==> config.mk <==
export PLATFORM = sky130hd
export DESIGN_NAME = mem_ctrl
export DESIGN_NICKNAME = d
export VERILOG_FILES = /design/src/rtl/mem_ctrl_pkg.sv /design/src/rtl/mem_beat_seq.sv /design/src/rtl/mem_ctrl.sv
export SDC_FILE = /design/constraint.sdc
export NUM_CORES = 1
export LEC_CHECK = 0
export CAP_MARGIN = 20
export CORE_MARGIN = 8
export CORE_UTILIZATION = 55
export CTS_CLUSTER_SIZE = 20
export DETAILED_ROUTE_END_ITERATION = 10
export DONT_BUFFER_PORTS = 1
export PLACE_DENSITY = 0.73
export SLEW_MARGIN = 20
export SYNTH_ARGS = -nofsm -noshare
export SYNTH_HDL_FRONTEND = slang
export SYNTH_SLANG_ARGS = --single-unit
==> constraint.sdc <==
create_clock -name clk -period 7.8 [get_ports clk]
set_input_delay 1.17 -clock clk [delete_from_list [all_inputs] [get_ports clk]]
set_output_delay 1.17 -clock clk [all_outputs]
set_load 0.005 [all_outputs]
==> src/rtl/mem_ctrl_pkg.sv <==
// Shared definitions for the memory-side responder:
// FSM states, byte masks and beat-count decode.
package mem_ctrl_pkg;

  typedef enum logic [2:0] {
    IDLE,
    WR,
    RD_D,
    RD_I,
    DONE
  } state_e;

  localparam logic [3:0] ByteMask = 4'h1;
  localparam logic [3:0] HalfMask = 4'h3;
  localparam logic [3:0] WordMask = 4'hF;

  typedef struct packed {
    logic we;
    logic re;
    logic fe;
  } pend_t;

  function automatic logic [2:0] beats(
    input logic [3:0] mask
  );
    case (mask)
      ByteMask: beats = 3'd1;
      HalfMask: beats = 3'd2;
      default:  beats = 3'd4;
    endcase
  endfunction

endpackage

==> src/rtl/mem_beat_seq.sv <==
// Beat counter and address generator shared by
// the store, load and fetch sequences.
module mem_beat_seq #(
  parameter int ADDR_W = 17
) (
  input  logic              clk,
  input  logic              rst,
  input  logic [ADDR_W-1:0] base,
  input  logic [2:0]        n,
  input  logic              start,
  output logic [ADDR_W-1:0] addr,
  output logic [2:0]        idx,
  output logic [2:0]        nidx,
  output logic              last,
  output logic              drain
);

  logic [2:0] cnt;

  always_ff @(posedge clk) begin
    if (rst) cnt <= 3'd0;
    else     cnt <= nidx;
  end

  // addr looks one beat ahead so the caller can register it;
  // base belongs to the op of the next cycle, n to the current one
  assign nidx  = start ? 3'd0 : cnt + 3'd1;
  assign addr  = base + ADDR_W'(nidx);
  assign idx   = cnt;
  assign last  = (cnt == n - 3'd1);
  assign drain = (cnt == n);

endmodule

==> src/rtl/mem_ctrl.sv <==
// Byte-beat responder serving core fetch, load and
// store ports from one single-port byte RAM.
module mem_ctrl
  import mem_ctrl_pkg::*;
#(
  parameter int ADDR_W = 17
) (
  input  logic              clk,
  input  logic              rst,
  input  logic              rom_ce_i,
  input  logic [31:0]       rom_addr_i,
  output logic [31:0]       rom_data_o,
  input  logic              ram_ce_i,
  input  logic              ram_re_i,
  input  logic [3:0]        ram_rvalid_bit_i,
  input  logic [31:0]       ram_raddr_i,
  output logic [31:0]       ram_rdata_o,
  input  logic              ram_we_i,
  input  logic [3:0]        ram_wvalid_bit_i,
  input  logic [31:0]       ram_waddr_i,
  input  logic [31:0]       ram_wdata_i,
  output logic              req_if_o,
  output logic [ADDR_W-1:0] mem_a_o,
  output logic [7:0]        mem_dout_o,
  output logic              mem_wr_o,
  input  logic [7:0]        mem_din_i
);

  state_e state, nxt;
  pend_t  pend_now, pend_q, pend;

  logic [2:0]        n_cur, idx, nidx;
  logic [ADDR_W-1:0] base_nxt, seq_addr;
  logic              last, drain;
  logic              start, busy_nxt;
  logic [31:0]       asm_q, asm_nxt;
  logic [1:0]        lane;
  logic [ADDR_W-1:0] a_nxt;
  logic [7:0]        dout_nxt;
  logic              wr_nxt;
  logic              unused_hi;

  assign pend_now.we = ram_ce_i & ram_we_i;
  assign pend_now.re = ram_ce_i & ram_re_i;
  assign pend_now.fe = rom_ce_i;
  assign pend = (state == IDLE) ? pend_now : pend_q;

  assign unused_hi = ^{rom_addr_i[31:ADDR_W],
                       ram_raddr_i[31:ADDR_W],
                       ram_waddr_i[31:ADDR_W],
                       nidx[2]};

  always_ff @(posedge clk) begin
    if (rst) begin
      state  <= IDLE;
      pend_q <= '0;
    end else begin
      state <= nxt;
      if (state == IDLE) pend_q <= pend_now;
    end
  end

  always_comb begin
    nxt = state;
    case (state)
      IDLE: begin
        if (pend.we)      nxt = WR;
        else if (pend.re) nxt = RD_D;
        else if (pend.fe) nxt = RD_I;
      end
      WR: begin
        if (last) begin
          if (pend.re)      nxt = RD_D;
          else if (pend.fe) nxt = RD_I;
          else              nxt = DONE;
        end
      end
      RD_D: begin
        if (drain) nxt = pend.fe ? RD_I : DONE;
      end
      RD_I: begin
        if (drain) nxt = DONE;
      end
      DONE:    nxt = IDLE;
      default: nxt = IDLE;
    endcase
  end

  assign busy_nxt = nxt inside {WR, RD_D, RD_I};
  assign start    = busy_nxt && (nxt != state);

  always_comb begin
    case (state)
      WR:      n_cur = beats(ram_wvalid_bit_i);
      RD_D:    n_cur = beats(ram_rvalid_bit_i);
      default: n_cur = 3'd4;
    endcase
  end

  always_comb begin
    case (nxt)
      WR:      base_nxt = ram_waddr_i[ADDR_W-1:0];
      RD_D:    base_nxt = ram_raddr_i[ADDR_W-1:0];
      default: base_nxt = rom_addr_i[ADDR_W-1:0];
    endcase
  end

  mem_beat_seq #(.ADDR_W(ADDR_W)) u_seq (
    .clk   (clk),
    .rst   (rst),
    .base  (base_nxt),
    .n     (n_cur),
    .start (start),
    .addr  (seq_addr),
    .idx   (idx),
    .nidx  (nidx),
    .last  (last),
    .drain (drain)
  );

  always_comb begin
    if (rst)                req_if_o = 1'b0;
    else if (state == IDLE) req_if_o = |pend_now;
    else                    req_if_o = (state != DONE);
    a_nxt    = busy_nxt ? seq_addr : mem_a_o;
    wr_nxt   = (nxt == WR);
    dout_nxt = mem_dout_o;
    if (nxt == WR)
      dout_nxt = ram_wdata_i[{nidx[1:0], 3'b000} +: 8];
    // RAM data lags the address by one beat
    lane    = 2'(idx - 3'd1);
    asm_nxt = asm_q;
    if (idx != 3'd0)
      asm_nxt[{lane, 3'b000} +: 8] = mem_din_i;
  end

  always_ff @(posedge clk) begin
    if (rst) begin
      mem_a_o     <= '0;
      mem_dout_o  <= '0;
      mem_wr_o    <= 1'b0;
      asm_q       <= '0;
      rom_data_o  <= '0;
      ram_rdata_o <= '0;
    end else begin
      mem_a_o    <= a_nxt;
      mem_dout_o <= dout_nxt;
      mem_wr_o   <= wr_nxt;
      if (start)
        asm_q <= '0;
      else if (state == RD_D || state == RD_I)
        asm_q <= asm_nxt;
      if (drain && state == RD_D) ram_rdata_o <= asm_nxt;
      if (drain && state == RD_I) rom_data_o  <= asm_nxt;
    end
  end

endmodule
# After elaboration in Yosys (flattened, before gate mapping)
# Cells that the tools add are included.
# totals
ff_bits,131
out_inout_bits,91
inputBits,150
wordCells,63
# op_classes
bitwise,2
n_shift,3
n_mux,19
n_reduce_logical,9
eq_ne,14
n_addsub,5
# op_table
operator,n
$pmux W17 S2,1
$bwmux W32,1
$mux W32,1
$shift A8 B7 Y32 const A,1
$shiftx A32 B6 Y8,1
$shiftx A8 B7 Y32,1
$mux W3,10
$pmux W3 S2,3
$add A17 B3 Y17,1
$eq A3 B2 Y1 const B,4
$pmux W3 S4,1
$eq A4 B1 Y1 const B,2
$eq A4 B2 Y1 const B,2
$neg A5 Y7,1
$eq A3 B1 Y1 const B,2
$eq A3 B3 Y1,2
$reduce_bool A3 Y1,2
$add A3 B1 Y3 const B,1
$logic_and A1 B1 Y1,3
$logic_not A3 Y1,1
$ne A3 B3 Y1,1
$ne A3 B3 Y1 const B,1
$reduce_or A3 Y1,1
$sub A3 B1 Y3 const B,1
5 further kinds,7

# Logic depth before layout (Yosys ltp)
# Gate-level depths: netlist of run 1.
# depth
word_depth,12
depth_mapped,24
ltp_nobuf,21

# Modules after synthesis
# A second synthesis of run 1 with hierarchy kept.
# hier_totals
cells_unflattened,667
hier_area_um2,6209.7
# by_module_without_submodules
mod,area_each_um2,cells_each,instances,seq_area_each_um2
mem_ctrl,5670.4,602,1,2562.5
mem_beat_seq,539.3,65,1,60.1

# Worst setup path before layout of run 1
# OpenSTA, ideal clock, no wires.
# synth_path
path_type,input to register
from,input ram_rvalid_bit_i[3]
to,register mem_a_o[13]
setup_ns,0.119
arrival_ns,5.926
path_buffers,2
required_time_ns,7.681
setup_slack_ns,1.755
stages,22
path_cell_list,or4b_4 -> or3_1 -> and2_1 -> ha_1 -> xor2_1 -> and4_1 -> o211ai_1 -> o21a_1 -> and2_1 -> buf_2 -> nand2_1 -> o21a_1 -> clkbuf_1 -> nor2_1 -> ha_1 -> a21o_1 -> a21oi_1 -> a2111oi_4 -> nand4_4 -> nor4b_2 -> xnor2_1 -> o21ai_1
# synth_between
elab_chain_cells,12
elab_cells_between_ends,20
classes_between,2 x add/sub; 8 x eq/ne; 8 x mux; 2 x reduce/logical
# synth_lines
item,line_no,source
start: declaration,mem_ctrl.sv:15,"input logic [3:0] ram_rvalid_bit_i,"
$eq A4 B2 Y1 or $eq A4 B1 Y1 (tied branches),mem_ctrl_pkg.sv:26,case (mask)
$pmux W3 S2 (*),mem_ctrl_pkg.sv:26,
$pmux W3 S2 (*),mem_ctrl.sv:93,case (state)
$sub A3 B1 Y3,mem_beat_seq.sv:30,assign last = (cnt == n - 3'd1);
$eq A3 B3 Y1,mem_beat_seq.sv:30,
$mux W3,mem_ctrl.sv:72,if (last) begin
$pmux W3 S4 (*),mem_ctrl.sv:65,case (state)
$eq A3 B1 Y1 or $eq A3 B2 Y1 (tied branches),mem_ctrl.sv:89,"assign busy_nxt = nxt inside {WR, RD_D, RD_I};"
$reduce_bool A3 Y1,mem_ctrl.sv:89,
$logic_and A1 B1 Y1 (*),mem_ctrl.sv:90,assign start = busy_nxt && (nxt != state);
$mux W3 (*),mem_beat_seq.sv:27,assign nidx = start ? 3'd0 : cnt + 3'd1;
net nidx[0],mem_ctrl.sv:32,"logic [2:0] n_cur, idx, nidx;"
$add A17 B3 Y17 (*),mem_beat_seq.sv:28,assign addr = base + ADDR_W'(nidx);
end signal: assignment,mem_ctrl.sv:146,mem_a_o <= a_nxt;
end: declaration,mem_ctrl.sv:23,"output logic [ADDR_W-1:0] mem_a_o,"
# The timed path passes the listed nets; every way through them passes the cells marked *.
# A chain may end at the register's enable or synchronous reset.

# Final worst setup path of run 1
# layout_path
from,input ram_rvalid_bit_i[3]
to,register mem_a_o[9]
# Same word-level chain as after synthesis.

==> impl_metrics.env, run 1 <==
export IMPL_syn_avg_cell_area_um2=8.56
export IMPL_crit_fanout=16
export IMPL_fin_crit_sh_pct=85.4
export IMPL_setup_viol=0
export IMPL_syn_to_final_growth_pct=8.93
export IMPL_yosys_top_cells_count="nor2_1, dfxtp_1, a211oi_1"
export IMPL_crit_slowest_cell="nor4b_2"
export IMPL_yosysMostFrequentCell="nor2_1"
export IMPL_total_power_mw=3.03
export IMPL_period_needed_ns=6.66
export IMPL_port_buffers=0
export IMPL_io_pins=241
export IMPL_path_cells="or4b_4 -> nor4b_2 -> nor2_1 -> ha_1 -> xor2_1 -> and4_1 -> o211ai_1 -> o22a_2 -> o31ai_4 -> buf_4 -> nand2_1 -> o21a_1 -> nand2b_1 -> inv_1 -> ha_1 -> a21o_1 -> a21oi_1 -> a2111oi_4 -> nand4_4 -> nor3b_2 -> xnor2_1 -> a211oi_1"
export IMPL_leakage_nw=2.27
export IMPL_die_w_um=124
export IMPL_critPathCaptureType="flip-flop"
export IMPL_holdPathStages=2
export IMPL_clkPwrFrac_pct=25.1
export IMPL_antenna_diode_count=0
export IMPL_yosys_area_top_type="dfxtp_1"
export IMPL_cap_violations=0
export IMPL_firstDrtPassIters=5
export IMPL_required_ns=8.11
export IMPL_wire_per_inst_um=20.3
export IMPL_seq_area_frac_synth_pct=40.7
export IMPL_drive_above_1_share_pct=10.1
export IMPL_ys_top_cells_by_area="dfxtp_1, a211oi_1, nor2_1"
export IMPL_slowest_delay_ns=0.53
export IMPL_vdd_ir_drop_max_uv=233
export IMPL_dieArea_mm2=0.0154
export IMPL_viasPerCell=6.35
export IMPL_hpwl_mm=12.9
export IMPL_worstHoldPathType="flip-flop to flip-flop"
export IMPL_regArea_mm2=0.00262
export IMPL_path_common_cell="ha_1"
export IMPL_num_rows=39
export IMPL_p_switching_mw=1.28
export IMPL_insertion_delay_ns=0.41
export IMPL_yosys_most_used_dff="dfxtp_1"
export IMPL_cp_start_kind="input port"
export IMPL_synth_distinct_cells=65
export IMPL_grt_pass1_vias=5570
export IMPL_worst_pin_slew_ns=0.763
export IMPL_rsz0062_at_grt="no"
export IMPL_clkTransAtPathRegs_ns=0.06
export IMPL_multi_input_area_mm2=0.00359
export IMPL_cts_buffer_depth=2
export IMPL_p_per_area_mw_per_mm2=431
export IMPL_skew_ns=0.0135
export IMPL_core_mm2=0.0114
export IMPL_cts_sinks=131
export IMPL_slew_violations=0
export IMPL_synth_edf_count=0
export IMPL_drtIter0Drc=339
export IMPL_cts_tree="built"
export IMPL_die_h_um=124
export IMPL_start_util_pct=56.5
export IMPL_p_int_mw=1.75
export IMPL_synth_area_mm2=0.00645
export IMPL_fin_tns_setup_ns=0
export IMPL_grt_pass1_wl_mm=28.8
export IMPL_syn_nets=914
export IMPL_grt_ovfl_total=0
export IMPL_grt_start_max_net_pins=95
export IMPL_vias=5546
export IMPL_netlist_instances=753
export IMPL_crit_type="input port to flip-flop"
export IMPL_synth_warnings=0
export IMPL_outcome="finished clean"
export IMPL_rr_worst_depth=22
export IMPL_fin_nets=883
export IMPL_routed_wl_mm=17.7
export IMPL_grt_usage_pct=22.2
export IMPL_htree_num_levels=4
export IMPL_fmax_ghz=0.150
export IMPL_arrival_ns=6.97
export IMPL_hold_buffers=0
export IMPL_power_share_combinational_pct=45.9
export IMPL_pwr_share_seq_pct=29.0
export IMPL_place_congestion=0.893
export IMPL_hold_viol=0
export IMPL_cts_root_buffer="clkbuf_16"
export IMPL_synth_async_reset_ratio_pct=0
export IMPL_cts_buffers=17
export IMPL_nFillCells=1004
export IMPL_synth_top_area_share_pct=40.7
export IMPL_ant_nets=0
export IMPL_cts_resized=0
export IMPL_antenna_found_initial=0
export IMPL_ys_seq_elements=131
export IMPL_route_detailed_drc=0
export IMPL_postCtsSetupBuffers=0
export IMPL_swShare_pct=42.1
export IMPL_slew_headroom_pct=48.7
[cells in the final DEF, fill, tap and decap left out, types with 4 or more instances in the layout]
cell	count
nand2b_1	5
inv_1	9
o21ai_1	5
mux2i_1	11
nor3_1	47
nor4_2	4
a211oi_1	104
o211ai_1	9
ha_1	10
a22oi_1	8
o21ai_0	5
or3_1	8
buf_4	5
xnor2_1	14
o221a_2	6
xor2_1	4
dfxtp_1	131
nand3_1	8
o22ai_1	4
clkbuf_16	17
nor2_1	151
a32oi_1	7
a22o_1	8
o21a_1	6
a21oi_1	36
a211oi_2	7
nand2_1	43
[area by class of cell]
type	instances	area share [%]
clock inverters	8	1.50
flip-flops and latches	131	37.3
clock buffers	20	6.50
well taps	143	2.55
inverters	9	0.481
repair buffers	5	0.534
multi-input cells	558	51.1
[state kept, by name, indices dropped and copies added, names as in the netlist]
register	count
asm_q	32
mem_a_o	17
mem_dout_o	8
mem_wr_o	1
pend_q	3
ram_rdata_o	32
rom_data_o	32
state	3
u_seq.idx	3
[per-layer routing]
metal	track usage [%]	up-vias	share of wire, %
li1	-	2707	-
met1	26.2	2605	43
met2	35.5	206	47
met3	9.19	28	9.2
met4	7.80	0	1.7
met5	0	-	0
[power groups by stage]
| stage | combinational [mW] | sequential (mW) | clock, mW |
|---|---|---|---|
| floorplan | 1.14 | 0.855 | 0 |
| global placement | 1.32 | 0.886 | 0 |
| detailed placement | 1.37 | 0.890 | 0 |
| CTS | 1.38 | 0.878 | 0.775 |
| global route | 1.54 | 0.890 | 0.802 |
| finish | 1.39 | 0.878 | 0.762 |
[worst max-delay path: cells and delay by family]
| family | cells | cell delay, ns |
|---|---|---|
| buf+inv | 2 | 0.35 |
| compound gates | 8 | 2.22 |
| xor+xnor | 2 | 0.27 |
| simple gates | 8 | 2.29 |
| fa+ha+maj | 2 | 0.64 |
[per-stage QoR]
| stage | instance area, um2 | hold WS, ns | utilization, % | instances | setup WS, ns |
|---|---|---|---|---|---|
| 5_1_grt | 7020 | 0.484 | 61.5 | 874 | 0.600 |
| 2_1_floorplan | 6450 | 0.436 | - | 753 | 1.75 |
| 3_5_place_dp | 6450 | 0.459 | 56.5 | 846 | 0.755 |
| 3_3_place_gp | 6450 | 0.446 | 56.5 | 846 | 0.891 |
| 6_report | 7020 | 0.460 | 61.5 | 874 | 1.14 |
| 4_1_cts | 7020 | 0.468 | 61.5 | 874 | 1.18 |
[kinds of logic after synthesis]
group,Yosys count,synth area share [%]
multiplexers,11,1.71
XOR/XNOR,19,2.70
buffers and inverters,64,4.11
AO/OA/AOI/OAI,222,26.8
AND/OR/NAND/NOR,295,21.8
flip-flops,131,40.7
adder cells (fa/ha/maj),11,2.25
[worst paths after layout]
check | startpoint | slack [ns] | endpoint
hold reg to reg | pend_q[2]$_SDFF_PP0_ | 0.46 | pend_q[2]$_SDFF_PP0_
setup reg to reg | state[2]$_SDFF_PP0_ | 1.40 | mem_a_o[9]$_SDFFE_PP0P_
setup / recovery | ram_rvalid_bit_i[3] | 1.14 | mem_a_o[9]$_SDFFE_PP0P_
hold / removal | pend_q[2]$_SDFF_PP0_ | 0.46 | pend_q[2]$_SDFF_PP0_
(Power assumes the default switching activity.)
==> run 2, diff against run 1 <==
--- a/config.mk
+++ b/config.mk
@@ -11,7 +11,7 @@
 export CTS_CLUSTER_SIZE = 20
 export DETAILED_ROUTE_END_ITERATION = 10
 export DONT_BUFFER_PORTS = 1
-export PLACE_DENSITY = 0.73
+export PLACE_DENSITY = 0.76
 export SLEW_MARGIN = 20
 export SYNTH_ARGS = -nofsm -noshare
 export SYNTH_HDL_FRONTEND = slang
==> constraint.sdc (replaced) <==
create_clock -name clk -period 5.9 [get_ports clk]
set_input_delay 0.885 -clock clk [delete_from_list [all_inputs] [get_ports clk]]
set_output_delay 0.885 -clock clk [all_outputs]
set_load 0.005 [all_outputs]
==> run 2 against run 1 <==
Net effect:
- die area stayed put
- critical path depth is 1 lower
- sequential share of layout area is 0.61 points lower
- sequential power is 31% higher
- first-iteration DRC count is 46% higher
- global-route usage is 0.60 points higher
- cell area is 1.7% higher
- core utilization is 1.0 points higher
- worst setup slack worse by 0.84 ns
- via count is 2.3% higher
- critical endpoint unchanged
==> impl_metrics.env, run 2 (same netlist as run 1, synthesis figures left out) <==
export IMPL_place_congestion=0.905
export IMPL_required_ns=6.23
export IMPL_grt_pass1_wl_mm=29.4
export IMPL_vdd_ir_drop_max_uv=331
export IMPL_core_mm2=0.0114
export IMPL_reg2reg_from="state[2]$_SDFF_PP0_"
export IMPL_cts_resized=0
export IMPL_mostFrequentLayoutCell="nor2_1"
export IMPL_dieArea_mm2=0.0154
export IMPL_setup_viol=0
export IMPL_timing_hold_ws_ns=0.476
export IMPL_hold_buffers=0
export IMPL_leakage_nw=2.35
export IMPL_fmax_ghz=0.179
export IMPL_skew_ns=0.0135
export IMPL_fin_nets=898
export IMPL_grt_usage_pct=22.8
export IMPL_grt_start_max_net_pins=95
export IMPL_ant_nets=0
export IMPL_worstSetupStartpoint="state[2]$_SDFF_PP0_"
export IMPL_antenna_found_initial=0
export IMPL_placed_cell_area_mm2=0.00656
export IMPL_grt_pass1_vias=5524
export IMPL_io_pins=241
export IMPL_crit_fanout=13
export IMPL_cts_buffers=17
export IMPL_viasPerCell=6.36
export IMPL_route_detailed_drc=0
export IMPL_cts_root_buffer="clkbuf_16"
export IMPL_cp_start_kind="flip-flop"
export IMPL_vias=5675
export IMPL_grt_ovfl_total=0
export IMPL_mostFrequentLayoutCells="nor2_1, dfxtp_1, a211oi_1"
export IMPL_clkTransAtPathRegs_ns=0.06
export IMPL_outcome="finished clean"
export IMPL_biggestRegsByFlops="asm_q x32, ram_rdata_o x32, rom_data_o x32"
export IMPL_firstDrtPassIters=5
export IMPL_met3_usage_pct=9.57
export IMPL_arrival_ns=5.93
export IMPL_fin_tns_setup_ns=0
export IMPL_cts_buffer_depth=2
export IMPL_insertion_delay_ns=0.42
export IMPL_cts_sinks=131
export IMPL_final_util_pct=62.5
export IMPL_period_needed_ns=5.60
export IMPL_p_per_area_mw_per_mm2=579
export IMPL_cap_violations=0
export IMPL_postCtsSetupBuffers=0
export IMPL_hpwl_mm=13.4
export IMPL_crit_path_end="mem_a_o[9]$_SDFFE_PP0P_"
export IMPL_final_cell_area_mm2=0.00714
export IMPL_reg2reg_setup_slack_ns=0.30
export IMPL_fin_crit_sh_pct=94.9
export IMPL_worst_pin_slew_ns=0.729
export IMPL_antenna_diode_count=0
export IMPL_crit_type="flip-flop to flip-flop"
export IMPL_nFillCells=1025
export IMPL_cts_tree="built"
export IMPL_use_met1_pct=28.5
export IMPL_drtIter0Drc=495
export IMPL_slew_headroom_pct=51.1
export IMPL_start_util_pct=56.5
export IMPL_multi_input_area_mm2=0.00358
export IMPL_syn_to_final_growth_pct=10.7
export IMPL_rsz0062_at_grt="no"
export IMPL_total_power_mw=4.13
export IMPL_hold_viol=0
export IMPL_routed_wl_mm=18.1
export IMPL_die_h_um=124
export IMPL_slew_violations=0
export IMPL_wire_per_inst_um=20.3
export IMPL_drive_above_1_share_pct=12.0
export IMPL_die_w_um=124
export IMPL_top_usage_layer="met2"
export IMPL_r2r_end="mem_a_o[9]$_SDFFE_PP0P_"
export IMPL_worstHoldPathType="flip-flop to flip-flop"
export IMPL_port_buffers=0
export IMPL_rr_worst_depth=21
export IMPL_critPathCaptureType="flip-flop"
export IMPL_regArea_mm2=0.00262
export IMPL_htree_num_levels=4
export IMPL_met2_usage_pct=34.3
export IMPL_num_rows=39
[run 2: cell count changes in the layout (fill, tap and decap cells not counted), sizes merged]
| cell | before | now |
|---|---|---|
| buf | 5 | 20 |
| clkinv | 1 | 4 |
[run 2: area by class of cell]
type                            instances  share of cell area (%)
Tap cell                              143                    2.51
Inverter                                9                   0.473
Clock inverter                         11                    1.79
Timing Repair Buffer                   20                    2.07
Clock buffer                           20                    6.26
Multi-Input combinational cell        558                    50.2
Sequential cell                       131                    36.7
[run 2: worst min-delay path by stage]
stage,start,endpoint,slack (ns),depth (start not counted)
detailed placement,pend_q[2]$_SDFF_PP0_,pend_q[2]$_SDFF_PP0_,0.46,2
global route,pend_q[2]$_SDFF_PP0_,pend_q[2]$_SDFF_PP0_,0.50,2
global placement,pend_q[2]$_SDFF_PP0_,pend_q[2]$_SDFF_PP0_,0.44,2
finish,mem_a_o[11]$_SDFFE_PP0P_,mem_a_o[11]$_SDFFE_PP0P_,0.48,2
floorplan,pend_q[2]$_SDFF_PP0_,pend_q[2]$_SDFF_PP0_,0.44,2
CTS,pend_q[1]$_SDFF_PP0_,pend_q[1]$_SDFF_PP0_,0.47,2
[run 2: critical path, cell delays in order (launching register included)]
cell	delay (ns)
dfxtp_1	0.42
or4b_4	0.60
or3_1	0.40
and2_1	0.16
ha_1	0.33
xnor2_1	0.15
a211oi_1	0.28
o211ai_1	0.24
o22a_2	0.31
o31ai_4	0.24
buf_4	0.24
nand2_1	0.17
o22ai_1	0.16
nor2_1	0.10
ha_1	0.29
a21o_1	0.11
a21oi_1	0.11
a2111oi_4	0.34
nand4_4	0.20
nor3b_2	0.23
xnor2_1	0.14
a211oi_1	0.26
[run 2: routing by layer]
layer  wire [um]  vias to the layer above  part of all wire [%]
met5           0                        -                     0
met4         314                        0                   1.7
met3        1750                       26                   9.7
met2        8140                      225                    45
met1        7920                     2683                    44
li1            -                     2741                     -
[run 2: power breakdown]
group | switching [mW] | internal [mW]
registers | 0.110 | 1.04
clock network | 0.387 | 0.632
logic | 1.23 | 0.735
[run 2: per-stage QoR]
| step | setup slack, ns | instances |
|---|---|---|
| after floorplan | 0.140 | 753 |
| after global placement | 0.00616 | 860 |
| after detailed placement | -0.163 | 861 |
| after CTS | 0.170 | 892 |
| after global routing | 0.00825 | 892 |
| final | 0.300 | 892 |
==> run 3, diff against run 2 <==
--- a/config.mk
+++ b/config.mk
@@ -11,7 +11,7 @@
 export CTS_CLUSTER_SIZE = 20
 export DETAILED_ROUTE_END_ITERATION = 10
 export DONT_BUFFER_PORTS = 1
-export PLACE_DENSITY = 0.76
+export PLACE_DENSITY = 0.73
 export SLEW_MARGIN = 20
 export SYNTH_ARGS = -nofsm -noshare
 export SYNTH_HDL_FRONTEND = slang
==> run 3 against run 2 <==
Net effect:
- hold slack got worse by 0.0046 ns
- largest power group unchanged
- register-to-register slack improved by 0.15 ns
- clock power about the same
- core utilization increased by 0.14 points
- worst setup slack improved by 0.11 ns
- sequential power about the same
==> impl_metrics.env, run 3 (same netlist as run 1, synthesis figures left out) <==
export IMPL_cp_start_kind="input port"
export IMPL_mostFrequentLayoutCells="nor2_1, dfxtp_1, a211oi_1"
export IMPL_die_w_um=124
export IMPL_grt_pass1_wl_mm=28.6
export IMPL_route_detailed_drc=0
export IMPL_worstHoldPathType="flip-flop to flip-flop"
export IMPL_layoutNonFillerInstCount=891
export IMPL_rr_worst_depth=21
export IMPL_ant_nets=0
export IMPL_holdPathEnd="pend_q[2]$_SDFF_PP0_"
export IMPL_hold_viol=0
export IMPL_rsz0062_at_grt="no"
export IMPL_fmax_ghz=0.182
export IMPL_critPathCaptureType="flip-flop"
export IMPL_htree_num_levels=4
export IMPL_crit_fanout=13
export IMPL_slew_headroom_pct=42.5
export IMPL_viasPerCell=6.30
export IMPL_worstHoldStart="pend_q[2]$_SDFF_PP0_"
export IMPL_total_power_mw=4.13
export IMPL_routed_wl_mm=17.7
export IMPL_cts_buffer_depth=2
export IMPL_grt_start_max_net_pins=95
export IMPL_vias=5609
export IMPL_antenna_found_initial=0
export IMPL_biggestRegsByFlops="asm_q x32, ram_rdata_o x32, rom_data_o x32"
export IMPL_skew_ns=0.00707
export IMPL_pre_cts_ws_ns=-0.160
export IMPL_placed_cells=859
export IMPL_p_per_area_mw_per_mm2=578
export IMPL_place_congestion=0.884
export IMPL_start_util_pct=56.5
export IMPL_final_util_pct=62.7
export IMPL_worst_pin_slew_ns=0.861
export IMPL_firstDrtPassIters=5
export IMPL_r2r_end="mem_a_o[13]$_SDFFE_PP0P_"
export IMPL_core_mm2=0.0114
export IMPL_reg2reg_setup_slack_ns=0.45
export IMPL_final_setup_worst_slack_ns=0.412
export IMPL_num_rows=39
export IMPL_drtIter0Drc=427
export IMPL_grt_ovfl_total=0
export IMPL_period_needed_ns=5.49
export IMPL_clkTransAtPathRegs_ns=0.06
export IMPL_cts_root_buffer="clkbuf_16"
export IMPL_mostFrequentLayoutCell="nor2_1"
export IMPL_io_pins=241
export IMPL_cts_sinks=131
export IMPL_outcome="finished clean"
export IMPL_cts_buffers=17
export IMPL_port_buffers=0
export IMPL_fin_nets=896
export IMPL_slew_violations=0
export IMPL_antenna_diode_count=0
export IMPL_vdd_ir_drop_max_uv=364
export IMPL_die_h_um=124
export IMPL_reg2reg_from="state[2]$_SDFF_PP0_"
export IMPL_fin_crit_sh_pct=93.0
export IMPL_insertion_delay_ns=0.41
export IMPL_drive_above_1_share_pct=12.3
export IMPL_setup_viol=0
export IMPL_grt_usage_pct=22.2
export IMPL_grt_pass1_vias=5422
export IMPL_holdPathStages=2
export IMPL_required_ns=6.20
export IMPL_postCtsSetupBuffers=0
export IMPL_dieArea_mm2=0.0154
export IMPL_cap_violations=0
export IMPL_arrival_ns=5.79
export IMPL_leakage_nw=2.35
export IMPL_timing_hold_ws_ns=0.472
export IMPL_wire_per_inst_um=19.9
export IMPL_syn_to_final_growth_pct=11.0
export IMPL_cts_tree="built"
export IMPL_hpwl_mm=12.9
export IMPL_crit_type="input port to flip-flop"
[run 3: changes by cell type in the layout (fill, tap and decap cells not counted), sizes merged]
| cell | delta |
|---|---|
| buf | -2 |
| clkbuf | -1 |
| clkinvlp | +1 |
| inv | +1 |
[run 3: worst max path at each step]
stage                        startpoint                  endpoint  slack, ns  cells after the start
floorplan           ram_rvalid_bit_i[3]  mem_a_o[13]$_SDFFE_PP0P_       0.14                     22
global placement    ram_rvalid_bit_i[3]  mem_a_o[13]$_SDFFE_PP0P_    -0.0009                     20
detailed placement  ram_rvalid_bit_i[3]  mem_a_o[13]$_SDFFE_PP0P_      -0.16                     20
CTS                 state[2]$_SDFF_PP0_  mem_a_o[13]$_SDFFE_PP0P_       0.18                     20
global route        state[1]$_SDFF_PP0_  mem_a_o[13]$_SDFFE_PP0P_       0.03                     21
finish              ram_rvalid_bit_i[3]  mem_a_o[13]$_SDFFE_PP0P_       0.41                     21
[run 3: power breakdown]
part / switching (mW) / internal [mW]
Clock: 0.408 / 0.640
Sequential: 0.111 / 1.04
Combinational: 1.22 / 0.722
Total: 1.74 / 2.40
[run 3: final cells by class]
| class | instances | area [um2] |
|---|---|---|
| clock buffers | 19 | 443 |
| multi-input cells | 558 | 3590 |
| repair buffers | 18 | 135 |
| clock inverters | 13 | 153 |
| inverters | 9 | 33.8 |
| well taps | 143 | 179 |
| fillers | 954 | 4260 |
| flip-flops and latches | 131 | 2620 |
[run 3: layer usage]
metal  global-route usage, %  share of wire (%)  routed length, um
met3                    10.6                9.7               1730
met5                       0                  0                  0
met1                    27.6                 43               7660
met2                    33.5                 46               8070
met4                    6.09                1.4                249
[run 3: critical path: stages]
cell       delay, ns
or4b_4          0.52
or3_1           0.40
and2_1          0.16
ha_1            0.33
xnor2_1         0.13
a211oi_1        0.25
o211ai_1        0.21
o22a_2          0.30
o31ai_4         0.25
buf_4           0.23
nand2_1         0.15
o22ai_1         0.15
nor2_1          0.11
ha_1            0.29
a21o_1          0.12
a21oi_1         0.13
a2111oi_4       0.35
nand4_4         0.19
nor4b_2         0.33
xnor2_1         0.20
o21ai_1         0.10
[run 3: what timing repair did]
action	CTS	global route
resized for setup	0	2
setup endpoints to repair	0	9
hold buffers	0	0
[run 3: through the flow]
step                      setup TNS [ns]  area (um2)
after detailed placement          -0.568        6550
after global placement         -0.000897        6550
final                                  0        7160
after global routing                   0        7160
after floorplan                        0        6450
after CTS                              0        7150
